## config.mk

```make
export PLATFORM = sky130hd
export DESIGN_NAME = mul_gate_arbiter
export DESIGN_NICKNAME = d
export VERILOG_FILES = /design/src/rtl/mul_gate_arbiter.sv
export SDC_FILE = /design/constraint.sdc
export NUM_CORES = 1
export LEC_CHECK = 0
export CORE_ASPECT_RATIO = 1.4
export CORE_MARGIN = 2
export CORE_UTILIZATION = 30
export CTS_BUF_LIST = sky130_fd_sc_hd__clkbuf_2 sky130_fd_sc_hd__clkbuf_4 sky130_fd_sc_hd__clkbuf_8
export DETAILED_ROUTE_END_ITERATION = 10
export PLACE_DENSITY = 0.63
export SETUP_SLACK_MARGIN = 0.02
export SLEW_MARGIN = 20
export SYNTH_ARGS = -nofsm -noshare
export SYNTH_HDL_FRONTEND = slang
export SYNTH_SLANG_ARGS = --single-unit
```

## constraint.sdc

```tcl
create_clock -name clk -period 1.9 [get_ports clk]
set_input_delay 0.38 -clock clk [delete_from_list [all_inputs] [get_ports clk]]
set_output_delay 0.38 -clock clk [all_outputs]
set_load 0.05 [all_outputs]
```

## src/rtl/mul_gate_arbiter.sv

```systemverilog
// Round-robin arbiter sharing one mulGate among NREQ requesters; grant -> result in HOLD_CYC cycles.
// Define MUL_GATE_ARB_FIXED_PRIO_EN for fixed priority (lowest index wins); default is round-robin.
module mul_gate_arbiter #(
    parameter int NREQ     = 4,
    parameter int HOLD_CYC = 2
) (
    input  logic                 clk,
    input  logic                 rst_n,
    input  logic [NREQ-1:0]      req,
    input  logic [2*NREQ-1:0]    req_sel,
    input  logic [NREQ-1:0]      req_a,
    input  logic [NREQ-1:0]      req_b,
    output logic [NREQ-1:0]      gnt,
    output logic [NREQ-1:0]      rsp_valid,
    output logic                 rsp_z,
    output logic                 busy,
    output logic [1:0]           gate_sel,
    output logic                 gate_a,
    output logic                 gate_b,
    input  logic                 gate_z
);

    localparam int IW = (NREQ > 1) ? $clog2(NREQ) : 1;
    localparam int CW = (HOLD_CYC > 0) ? $clog2(HOLD_CYC + 1) : 1;

    typedef enum logic [1:0] {IDLE, APPLY, RESP} state_t;

    state_t             state_q, state_d;
    logic [CW-1:0]      cnt_q;
    logic [IW-1:0]      owner_q;
    logic [NREQ-1:0]    gnt_q, rsp_valid_q;
    logic               rsp_z_q;
    logic [1:0]         gate_sel_q;
    logic               gate_a_q, gate_b_q;
    logic [IW-1:0]      win;

    function automatic logic [IW-1:0] lowest(input logic [NREQ-1:0] v);
        lowest = '0;
        for (int i = NREQ - 1; i >= 0; i--) begin
            if (v[i]) lowest = IW'(i);
        end
    endfunction

`ifdef MUL_GATE_ARB_FIXED_PRIO_EN
    assign win = lowest(req);
`else
    logic [IW-1:0]   ptr_q;
    logic [IW-1:0]   ptr_nxt;
    logic [NREQ-1:0] hi_mask;
    logic [NREQ-1:0] req_hi;

    // Requests at or above the pointer take precedence; otherwise wrap to the lowest.
    always_comb begin
        hi_mask = '0;
        for (int i = 0; i < NREQ; i++) begin
            hi_mask[i] = (IW'(i) >= ptr_q);
        end
        req_hi  = req & hi_mask;
        win     = (|req_hi) ? lowest(req_hi) : lowest(req);
        ptr_nxt = (win == IW'(NREQ - 1)) ? '0 : win + IW'(1);
    end
`endif

    always_ff @(posedge clk or negedge rst_n) begin
        if (!rst_n) state_q <= IDLE;
        else        state_q <= state_d;
    end

    always_comb begin
        state_d = state_q;
        case (state_q)
            IDLE:    if (|req)          state_d = APPLY;
            APPLY:   if (cnt_q == '0)   state_d = RESP;
            RESP:                       state_d = IDLE;
            default:                    state_d = IDLE;
        endcase
    end

    always_ff @(posedge clk or negedge rst_n) begin
        if (!rst_n) begin
            gnt_q       <= '0;
            rsp_valid_q <= '0;
            rsp_z_q     <= 1'b0;
            gate_sel_q  <= 2'b00;
            gate_a_q    <= 1'b0;
            gate_b_q    <= 1'b0;
            cnt_q       <= '0;
            owner_q     <= '0;
`ifndef MUL_GATE_ARB_FIXED_PRIO_EN
            ptr_q       <= '0;
`endif
        end else begin
            gnt_q       <= '0;
            rsp_valid_q <= '0;
            case (state_q)
                IDLE: begin
                    if (|req) begin
                        gnt_q      <= NREQ'(1) << win;
                        gate_sel_q <= req_sel[{win, 1'b0} +: 2];
                        gate_a_q   <= req_a[win];
                        gate_b_q   <= req_b[win];
                        cnt_q      <= CW'(HOLD_CYC - 1);
                        owner_q    <= win;
`ifndef MUL_GATE_ARB_FIXED_PRIO_EN
                        ptr_q      <= ptr_nxt;
`endif
                    end
                end
                APPLY: begin
                    if (cnt_q != '0) begin
                        cnt_q <= cnt_q - 1'b1;
                    end else begin
                        rsp_z_q     <= gate_z;
                        rsp_valid_q <= NREQ'(1) << owner_q;
                    end
                end
                default: ;
            endcase
        end
    end

    always_comb begin
        busy      = (state_q != IDLE);
        gnt       = gnt_q;
        rsp_valid = rsp_valid_q;
        rsp_z     = rsp_z_q;
        gate_sel  = gate_sel_q;
        gate_a    = gate_a_q;
        gate_b    = gate_b_q;
    end

endmodule
```

* After elaboration in Yosys (flattened, before gate mapping)
Index checks and enable logic that the tools add are counted.
W data, S select, Z words.
** Operators by class
- $add $sub $neg :: 2
- Order comparisons :: 5
- Eq/ne operators :: 5
- Shifts and indexed selects :: 3
- Multiplexer cells :: 23
- Bitwise logic cells :: 2
- Reductions and logical operators :: 11
** Operator list (number)
- $mux W2 :: 13
- $mux W4 :: 4
- $pmux W2 S2 :: 2
- $reduce_or A4 Y1 :: 2
- $shiftx A8 B4 Y2 :: 1
- $shl A1 B2 Y4 const A :: 2
- $ne A2 B2 Y1 const B :: 3
- $reduce_and A2 Y1 :: 3
- $reduce_bool A2 Y1 :: 3
- $and A4 B4 Y4 :: 1
- $bmux W1 S2 :: 2
- $ge A1 B2 Y1 const A :: 2
- $ge A2 B2 Y1 const A :: 2
- $logic_not A2 Y1 :: 2
- $lt A2 B3 Y1 const B :: 1
- $reduce_and A3 Y1 :: 1
- $add A2 B1 Y2 const B :: 1
- $eq A2 B1 Y1 const B :: 1
- $eq A2 B2 Y1 const B :: 1
- $mux W1 :: 2
- $sub A2 B1 Y2 const B :: 1
- $not A1 Y1 :: 1
** Word-level totals
- Flip-flop bits (word level) :: 21
- Input port bits :: 23
- Output and inout bits :: 14

* Depth between registers and ports, before layout
Gate-level depths: netlist of run 1.
- Depth in word-level cells :: 10
- Mapped depth :: 7

* Worst setup path after synthesis of run 1
Ideal clock, no wire load.
- Kind :: register -> register
- Start :: register state_q[0]
- End :: register cnt_q[1]
- Setup time :: 128 ps
- Arrival time :: 1612 ps
- Path slack :: 160 ps
- Cell stages (with the launch flop) :: 6
- Clock period less this slack :: 1740 ps
- Cell sequence :: dfrtp_1 -> or2_1 -> or2_1 -> buf_4 -> o21ai_2 -> mux2_1
** On the way
- Word-level cells in the longest chain between the ends :: 3
- Elaborated cells on any way between the ends :: 7
- Classes of those cells :: eq/ne: 3; mux: 1; reduce/logical: 3
** RTL lines
- start, declared :: RTL line 28 : state_t state_q, state_d;
- start signal, assigned :: RTL line 66 : else state_q <= state_d;
- $eq A2 B1 Y1 / $logic_not A2 Y1 (equally long branches) :: RTL line 95 : case (state_q)
- $ne A2 B2 Y1 (no line) / $reduce_bool A2 Y1 (equally long branches)
- $reduce_and A3 Y1 (no line)
- end signal, assigned :: RTL line 102 : cnt_q <= CW'(HOLD_CYC - 1);
- end signal, assigned :: RTL line 111 : cnt_q <= cnt_q - 1'b1;
- end, declared :: RTL line 29 : logic [CW-1:0] cnt_q;
Parallel ways exist; a longest one is shown, timed or not.
A chain may end at the register's enable or synchronous reset.

* Final worst setup path of run 1
- Start :: input req[3]
- End :: register ptr_q[1]
** On the way
- Word-level cells in the longest chain between the ends :: 8
- Elaborated cells on any way between the ends :: 16
- Classes of those cells :: add/sub: 1; eq/ne: 1; mux: 10; bitwise: 1; reduce/logical: 3
** RTL lines
- start, declared :: RTL line 9 : input logic [NREQ-1:0] req,
- $and A4 B4 Y4 :: RTL line 58 : req_hi = req & hi_mask;
- $mux W2 (4 in a row) :: RTL line 40 : if (v[i]) lowest = IW'(i);
- $mux W2 (*) :: RTL line 59 : win = (|req_hi) ? lowest(req_hi) : lowest(req);
- via win[1] :: RTL line 35 : logic [IW-1:0] win;
- $add A2 B1 Y2 / $eq A2 B2 Y1 (equally long branches) :: RTL line 60 : ptr_nxt = (win == IW'(NREQ - 1)) ? '0 : win + IW'(1);
- $mux W2 (*) :: RTL line 60
- via ptr_nxt[1] :: RTL line 48 : logic [IW-1:0] ptr_nxt;
- end signal, assigned :: RTL line 105 : ptr_q <= ptr_nxt;
- end, declared :: RTL line 47 : logic [IW-1:0] ptr_q;
Mark *: on every way through the listed nets, which the timed path passes. The rest lies on a longest branch.

==> results by group, run 1 <==
GRT
  – Initial antenna violation count: 0
  – Grt met1 use: 14.2%
  – Tot GR Track Use: 13.1%
  – Grt ovf: 0
  – First-pass GRT wire length: 4030 um
  – Vias in the first global route: 965
  – Met3 GRT Util: 2.18%
  – GR Layer Usage met2: 24.7%
  – Busiest grt layer: met2
  – Largest net degree at the start of global routing: 22

STA
  – Worst Hold Slack: 0.462 ns
  – RSZ-0062 raised after global routing: false
  – Hold Fails Final Rpt: 0
  – Actual slew at the worst max-slew pin: 0.503 ns
  – Setup Viol. Count Final: 0
  – Min Clock Period, post-route: 1.80 ns
  – Slew headroom: 66.3%
  – Max Slew Vio Count: 0
  – Part of the cycle the worst path needs: 94.8%
  – F_max: 555 MHz
  – Skew final: 0.00538 ns
  – Final Worst Setup Slack: 0.0997 ns

Critical path
  – Arr. time, crit path: 1.93 ns
  – Setup Crit Path Kind: in -> reg
  – Worst endpoint required time: 2.03 ns
  – Crit path launch type: input pin
  – Crit-path max FO: 4
  – CP Capture Type: flop

Floorplanning
  – DIE HEIGHT: 75.0 um
  – Core area: 0.00341 sq mm
  – Die X: 54.7 um
  – Die area: 0.00411 sq mm
  – # IOs: 37
  – # rows: 25
  – Starting Density: 31.7%

Pwr
  – Pleak: 0.775 nW
  – Worst vdd ir: 0.000888 V
  – Power Dens Cells: 1540 mW/mm^2
  – Design Power: 2.59 mW

Worst hold path
  – Hold Crit Class: in -> async

Clock tree
  – Clock-pin slew on the worst setup and hold paths: 0.08 ns
  – CTS tree: built
  – CTS Sinks: 21
  – H-tree depth: 1
  – Num CTS Buffers: 3
  – CTS max path bufs: 2
  – Clock Latency Late Sink: 0.25 ns
  – Clock root cell: clkbuf_8

Synthesis
  – Cell variety after synth: 30
  – Top post-synthesis cells by area: dfrtp_1 49%, ha_1 5.8%, a211oi_1 5.6%
  – #FFs+latches synth: 21
  – Mux cell area share after synthesis: 6.71%
  – Synth Area in Compound Gates: 15.3%
  – Yosys top cell by area: dfrtp_1
  – Sequential area share after synthesis: 48.6%
  – Post-synthesis cell count: 104
  – Largest family of logic cells by synthesized area: simple AND/OR/NAND/NOR gates
  – Xor/xnor share of the synthesized area: 0%
  – Cell area after synthesis: 0.00108 sq mm
  – Synth Area per Inst: 10.4 sq um
  – Syn. warnings: 0
  – Synth top area share: 48.6%
  – Simple-gate share of the synthesized area: 18.7%
  – Post-Synth Adder-Cell Area: 5.79%
  – Syn_nets: 132

Cells and area
  – Cell area after layout: 0.00168 sq mm
  – Most frequent cells in the layout: 32 x clkdlybuf4s50_1, 21 x dfrtp_1, 18 x buf_4, 13 x nor2_1
  – Area grow syn2layout: 55.4%
  – Fin util: 49.3%
  – Share of cells above drive strength 1: 23.4%
  – Final Net Count: 187
  – # fillers: 314
  – Antenna diodes: 0
  – Commonest non-fill, non-tap cell in the layout: clkdlybuf4s50_1

Routing
  – Drt first pass iters: 2
  – Routed vias/inst: 4.71
  – Routed vias: 932
  – DRC viols: 0
  – Initial DRC Count: 3
  – Final ANT Viol Nets: 0
  – Drt total wl: 2320 um
  – DR WL/cell: 11.7 um

Run status
  – Status: finished, final reports clean

Placed design
  – Routability Congestion: 0.727
  – Post-DP HPWL: 1870 um
  – Placement Setup Slack: -0.203 ns
  – Area after DPL: 0.00158 sq mm
  – Input/output buffers: 36

Job
  – Max cap viols: 0
## cells in the mapped netlist
library cell / count
and3_1: 1
ha_1: 5
a21oi_1: 2
and2_1: 5
nor2_1: 13
a211oi_1: 8
buf_4: 1
buf_6: 1
nor4_1: 2
o21ai_0: 1
nor3b_2: 1
mux2_1: 2
nand2b_1: 3
a2bb2oi_1: 1
and3b_1: 1
inv_1: 7
nand3_1: 1
inv_2: 1
nand2_1: 8
mux2i_1: 5
o21ai_2: 1
clkbuf_1: 1
o211ai_1: 1
a21oi_2: 2
o21ai_1: 2
nor3_4: 1
a21boi_1: 1
or2_1: 2
dfrtp_1: 21
o31a_2: 3
## timing repair
| action | CTS | global route |
|---|---|---|
| buffers inserted | 0 | 1 |
| endpoints found under the hold margin | 0 | 0 |
| setup endpoints to repair | 0 | 7 |
| hold buffers | 0 | 0 |
| resized for setup | 0 | 9 |
## power breakdown
part / internal (mW) / leakage (nW) / switching [mW]
logic: 0.653 / 0.485 / 0.895
clock network: 0.163 / 0.0262 / 0.137
registers: 0.623 / 0.264 / 0.116
## path summary, 6_finish.rpt
path                            startpoint            to  slack, ns  cells after the start
max in group asynchronous            rst_n        gate_b       1.23                      2
worst min register to register    cnt_q[0]      cnt_q[0]       0.48                      1
worst max-delay path                req[3]      ptr_q[1]        0.1                      7
worst min-delay path                 rst_n  rsp_valid[1]       0.46                      2
min in group clk                  cnt_q[0]      cnt_q[0]       0.48                      1
worst max register to register    ptr_q[1]      ptr_q[1]       0.23                      7
## stage by stage
stage | TNS (ns) | cells
2_1_floorplan | 0 | 104
3_3_place_gp | -0.945 | 193
3_5_place_dp | -1.44 | 193
4_1_cts | 0 | 197
5_1_grt | 0 | 198
6_report | 0 | 198
## cell type report
| cell class | instances | area [sq um] | area share (%) |
|---|---|---|---|
| flip-flops and latches | 21 | 526 | 31.3 |
| clock buffers | 4 | 48.8 | 2.90 |
| repair buffers | 53 | 492 | 29.3 |
| multi-input cells | 72 | 534 | 31.8 |
| well taps | 40 | 50.0 | 2.98 |
| inverters | 8 | 30.0 | 1.79 |
## state kept, by name (all words and copies together) (netlist names), 2 cells and up
signal and cells:
state_q 2, ptr_q 2, gnt 4, owner_q 2, cnt_q 2, gate_sel 2
rsp_valid 4
## metal layers
layer,part of all wire (%),wire length [um]
met1,39,895
met5,0,0
met2,55,1270
met4,1.4,32
met3,5.5,127
## kinds of logic (layout without fill, tap and decap cells)
| group | Yosys count | in the layout |
|---|---|---|
| AND/OR/NAND/NOR | 38 | 38 |
| AO/OA/AOI/OAI | 22 | 22 |
| flip-flops | 21 | 21 |
| buffers and inverters | 11 | 65 |
| multiplexers | 7 | 7 |
| adder cells (fa/ha/maj) | 5 | 5 |
## worst max-delay path, stage by stage
cell             delay, ns
clkdlybuf4s50_1       0.56
and3b_1               0.21
o21ai_2               0.22
and2_4                0.21
ha_1                  0.22
nand2_1               0.05
o21ai_0               0.07
No activity file was read; power rests on OpenSTA's default activity.
==> inputs of run 2 (changes only) <==
Settings changed: CELL_PAD_IN_SITES_DETAIL_PLACEMENT from default to 0, CELL_PAD_IN_SITES_GLOBAL_PLACEMENT from default to 1, PLACE_DENSITY 0.63 to 0.78.
==> run 2 against run 1 <==
Highest routed layer unchanged. Global-route usage is 0.35 points higher. Clock power is 4% lower. Core utilization is 1.1 points lower. Fmax is 0.69% lower. Wire length is 1.1% lower. Sequential power hardly changed. Via count is 1.8% lower. Sequential share of layout area is 0.74 points higher. Largest power group unchanged. Clock skew is 0.0034 ns lower. Hold slack worse by 0.0015 ns.
==> results by group, run 2 (synthesized netlist as in run 1, its figures left out) <==
Run status
  – Status: finished, final reports clean

Cells and area
  – Cell Count, Final, Fillers Out: 197
  – Fin util: 48.1%
  – Most frequent cells in the layout: 34 x clkdlybuf4s50_1, 21 x dfrtp_1, 18 x buf_4, 13 x nor2_1
  – Commonest non-fill, non-tap cell in the layout: clkdlybuf4s50_1
  – Cell area after layout: 0.00164 sq mm
  – Share of cells above drive strength 1: 21.0%
  – Area grow syn2layout: 51.9%
  – Final Net Count: 186
  – Antenna diodes: 0

Placed design
  – Area after DPL: 0.00158 sq mm
  – Routability Congestion: 0.704
  – Placement Setup Slack: -0.251 ns
  – Post-DP HPWL: 1960 um
  – Input/output buffers: 36
  – Cells after DPL: 193

Routing
  – Routed vias/inst: 4.64
  – Uppermost layer routed: met4
  – Drt first pass iters: 4
  – Drt total wl: 2300 um
  – DR WL met2: 1320 um
  – Final ANT Viol Nets: 0
  – DRC viols: 0
  – DR WL/cell: 11.7 um
  – Routed wl met3: 100 um
  – DRT met1 WL: 859 um
  – Initial DRC Count: 14
  – Routed vias: 915

Critical path
  – Critical path's top delay family: buffers and inverters
  – Arr. time, crit path: 1.43 ns
  – CP Capture Type: output pin
  – Crit-path max FO: 2
  – Setup Crit Path Kind: reg -> out
  – Worst endpoint required time: 1.52 ns
  – Buffers and inverters on the worst path: 1
  – CP Cell Sequence: clkdlybuf4s50_1
  – Crit path launch type: flop
  – CP max-delay cell: clkdlybuf4s50_1
  – CP peak stage delay: 0.82 ns

Floorplanning
  – Die X: 54.7 um
  – DIE HEIGHT: 75.0 um
  – # IOs: 37
  – # rows: 25
  – Starting Density: 31.7%
  – Core area: 0.00341 sq mm
  – Die area: 0.00411 sq mm

Clock tree
  – Clock-pin slew on the worst setup and hold paths: 0.07 ns
  – Hold buffers post-CTS: 0
  – H-tree depth: 1
  – Clock root cell: clkbuf_8
  – CTS Sinks: 21
  – Num CTS Buffers: 3
  – CTS max path bufs: 2
  – CTS tree: built
  – Clock Latency Late Sink: 0.25 ns

STA
  – RSZ-0062 raised after global routing: true
  – Worst Hold Slack: 0.460 ns
  – Skew final: 0.00202 ns
  – Sum of negative setup slack: 0 ns
  – Slew headroom: 66.3%
  – Max Slew Vio Count: 0
  – Actual slew at the worst max-slew pin: 0.504 ns
  – Setup Viol. Count Final: 0
  – Part of the cycle the worst path needs: 95.4%
  – Final Worst Setup Slack: 0.0872 ns
  – Hold Fails Final Rpt: 0
  – Min Clock Period, post-route: 1.81 ns
  – F_max: 552 MHz

GRT
  – Grt ovf: 0
  – Tot GR Track Use: 13.5%
  – Largest net degree at the start of global routing: 22
  – Initial antenna violation count: 0
  – Vias in the first global route: 979
  – First-pass GRT wire length: 4060 um

Worst hold path
  – Hold Crit Class: in -> async

Pwr
  – Worst vdd ir: 0.000891 V
  – Pleak: 0.747 nW
  – Design Power: 2.54 mW
  – Power Dens Cells: 1540 mW/mm^2

Job
  – Max cap viols: 0
run 2: final timing paths:
check                              to  cells past startpoint     start  slack (ns)
max                            gate_b                      1    gate_b        0.09
min                            gate_b                      2     rst_n        0.46
max reg2reg                    gate_b                      6  ptr_q[0]        0.29
min reg2reg                  cnt_q[0]                      1  cnt_q[0]        0.48
max in group asynchronous  state_q[1]                      2     rst_n        1.23
min in group clk             cnt_q[0]                      1  cnt_q[0]        0.48
run 2: layer usage:
layer	vias to the layer above	GRT usage, %
met2	24	25.1
met1	426	14.4
met5	-	0
met3	2	2.58
met4	0	4.72
li1	463	-
run 2: final cells by class:
class | instances | area [sq um]
Fill cell | 330 | 1770
Inverter | 8 | 30.0
Tap cell | 40 | 50.0
Sequential cell | 21 | 526
Timing Repair Buffer | 52 | 475
Clock buffer | 4 | 48.8
Multi-Input combinational cell | 72 | 512
run 2: what timing repair did:
action                                 in CTS  in global routing
setup endpoints to repair                   1                  6
gates cloned                                0                  0
pin swaps                                   0                  0
endpoints found under the hold margin       0                  0
buffers inserted                            0                  0
resized for setup                           1                  1
run 2: power breakdown:
group	internal [mW]	switching, mW	total, mW
Sequential	0.623	0.116	0.739
Clock	0.163	0.124	0.287
Combinational	0.631	0.879	1.51
Total	1.42	1.12	2.54
==> inputs of run 3 (changes only) <==
Settings changed: CAP_MARGIN from default to 20, CORE_ASPECT_RATIO 1.4 to 2.
==> run 3 against run 2 <==
Via count increased by 4.0%. Setup slack improved by 0.0040 ns. Die area up 0.54%. Cell count increased by 4.6%. Critical endpoint is now gate_a.
==> results by group, run 3 (synthesized netlist as in run 1, its figures left out) <==
Run status
  – Status: finished, final reports clean

GRT
  – Vias in the first global route: 997
  – Met3 GRT Util: 1.82%
  – Largest net degree at the start of global routing: 22
  – First-pass GRT wire length: 4260 um
  – Busiest grt layer: met2
  – Initial antenna violation count: 0
  – GR Layer Usage met2: 25.8%
  – Tot GR Track Use: 14.7%
  – Grt ovf: 0
  – Grt met1 use: 14.6%

Clock tree
  – CTS Sinks: 21
  – H-tree depth: 1
  – Hold buffers post-CTS: 0
  – Clock-pin slew on the worst setup and hold paths: 0.07 ns
  – Num CTS Buffers: 3
  – CTS max path bufs: 2
  – CTS tree: built
  – Clock Latency Late Sink: 0.26 ns
  – Clock root cell: clkbuf_8

Routing
  – Routed vias/inst: 4.62
  – Initial DRC Count: 4
  – DR WL/cell: 12.9 um
  – Routed vias: 952
  – DRC viols: 0
  – Drt total wl: 2660 um
  – Drt first pass iters: 2
  – Final ANT Viol Nets: 0

Floorplanning
  – # IOs: 37
  – Core area: 0.00342 sq mm
  – Starting Density: 31.6%
  – # rows: 30
  – Die X: 46.4 um
  – DIE HEIGHT: 88.9 um
  – Die area: 0.00413 sq mm

Job
  – Max cap viols: 0

Critical path
  – CP max-delay cell: clkdlybuf4s50_1
  – CP peak stage delay: 0.80 ns
  – Arr. time, crit path: 1.43 ns
  – Crit path launch type: flop
  – Setup Crit Path Kind: reg -> out
  – CP Cell Sequence: clkdlybuf4s50_1
  – Crit-path max FO: 2
  – Worst endpoint required time: 1.52 ns
  – Critical path's top delay family: buffers and inverters
  – Buffers and inverters on the worst path: 1
  – CP Capture Type: output pin

Pwr
  – Sequential share of power: 28.7%
  – Pleak: 0.772 nW
  – Clock power share: 11.8%
  – Design Power: 2.58 mW
  – Worst vdd ir: 0.000644 V
  – Internal: 1.42 mW
  – Power Dens Cells: 1540 mW/mm^2
  – Switch share: 44.9%
  – Logic pwr share: 59.5%
  – Switching power total: 1.16 mW

Placed design
  – Placement Setup Slack: -0.217 ns
  – Routability Congestion: 0.759
  – Input/output buffers: 36
  – Area after DPL: 0.00159 sq mm
  – Post-DP HPWL: 2180 um

STA
  – Worst Hold Slack: 0.461 ns
  – F_max: 553 MHz
  – Part of the cycle the worst path needs: 95.2%
  – Max Slew Vio Count: 0
  – Final Worst Setup Slack: 0.0912 ns
  – Actual slew at the worst max-slew pin: 0.498 ns
  – Min Clock Period, post-route: 1.81 ns
  – Slew headroom: 66.7%
  – Setup Viol. Count Final: 0
  – Skew final: 0.00343 ns
  – Hold Fails Final Rpt: 0

Cells and area
  – Most frequent cells in the layout: 32 x clkdlybuf4s50_1, 21 x dfrtp_1, 19 x buf_4, 13 x nor2_1
  – Share of cells above drive strength 1: 23.4%
  – Area grow syn2layout: 55.2%
  – Commonest non-fill, non-tap cell in the layout: clkdlybuf4s50_1
  – Cell area after layout: 0.00168 sq mm
  – Final Net Count: 187
  – Antenna diodes: 0
  – Fin util: 49.1%

Worst hold path
  – Hold Crit Class: in -> async
## run 3: cell count changes in the layout (fill, tap and decap cells not counted), sizes merged
cell	before	now
buf	18	19
dlymetal6s2s	0	2
clkdlybuf4s50	34	32
## run 3: final timing paths
check,from,endpoint,slack (ns),cells past startpoint
max,gate_a,gate_a,0.09,1
min,rst_n,gnt[2],0.46,2
max reg2reg,ptr_q[0],gate_b,0.28,6
min reg2reg,cnt_q[0],cnt_q[0],0.49,1
max in group asynchronous,rst_n,gnt[1],1.23,2
min in group clk,cnt_q[0],cnt_q[0],0.49,1
## run 3: metrics by stage
stage,setup TNS [ns],std cells
after global routing,-0.0111,206
after CTS,0,204
after detailed placement,-1.68,200
final,0,206
after floorplan,0,104
after global placement,-0.678,200
## run 3: final cells by class
class,instances,area [sq um]
multi-input cells,72,526
flip-flops and latches,21,526
repair buffers,53,488
clock buffers,4,48.8
well taps,48,60.1
inverters,8,30.0
fillers,328,1740
## run 3: power by group through the flow
stage | Sequential [mW] | Combinational [mW] | Clock (mW)
after floorplan | 1.04 | 0.651 | 0
after global placement | 0.740 | 1.47 | 0
after detailed placement | 0.751 | 1.50 | 0
after CTS | 0.745 | 1.51 | 0.311
after global routing | 0.764 | 1.68 | 0.337
final | 0.740 | 1.54 | 0.305
## run 3: what timing repair did
item / CTS / global route
setup endpoints to repair: 0 / 8
buffers inserted: 0 / 2
gates resized for setup: 0 / 7
## run 3: metal layers
| metal | vias up | wire (um) | part of all wire, % |
|---|---|---|---|
| met5 | - | 0 | 0 |
| met2 | 33 | 1460 | 55 |
| met1 | 444 | 931 | 35 |
| li1 | 464 | - | - |
| met3 | 11 | 119 | 4.5 |
| met4 | 0 | 146 | 5.5 |
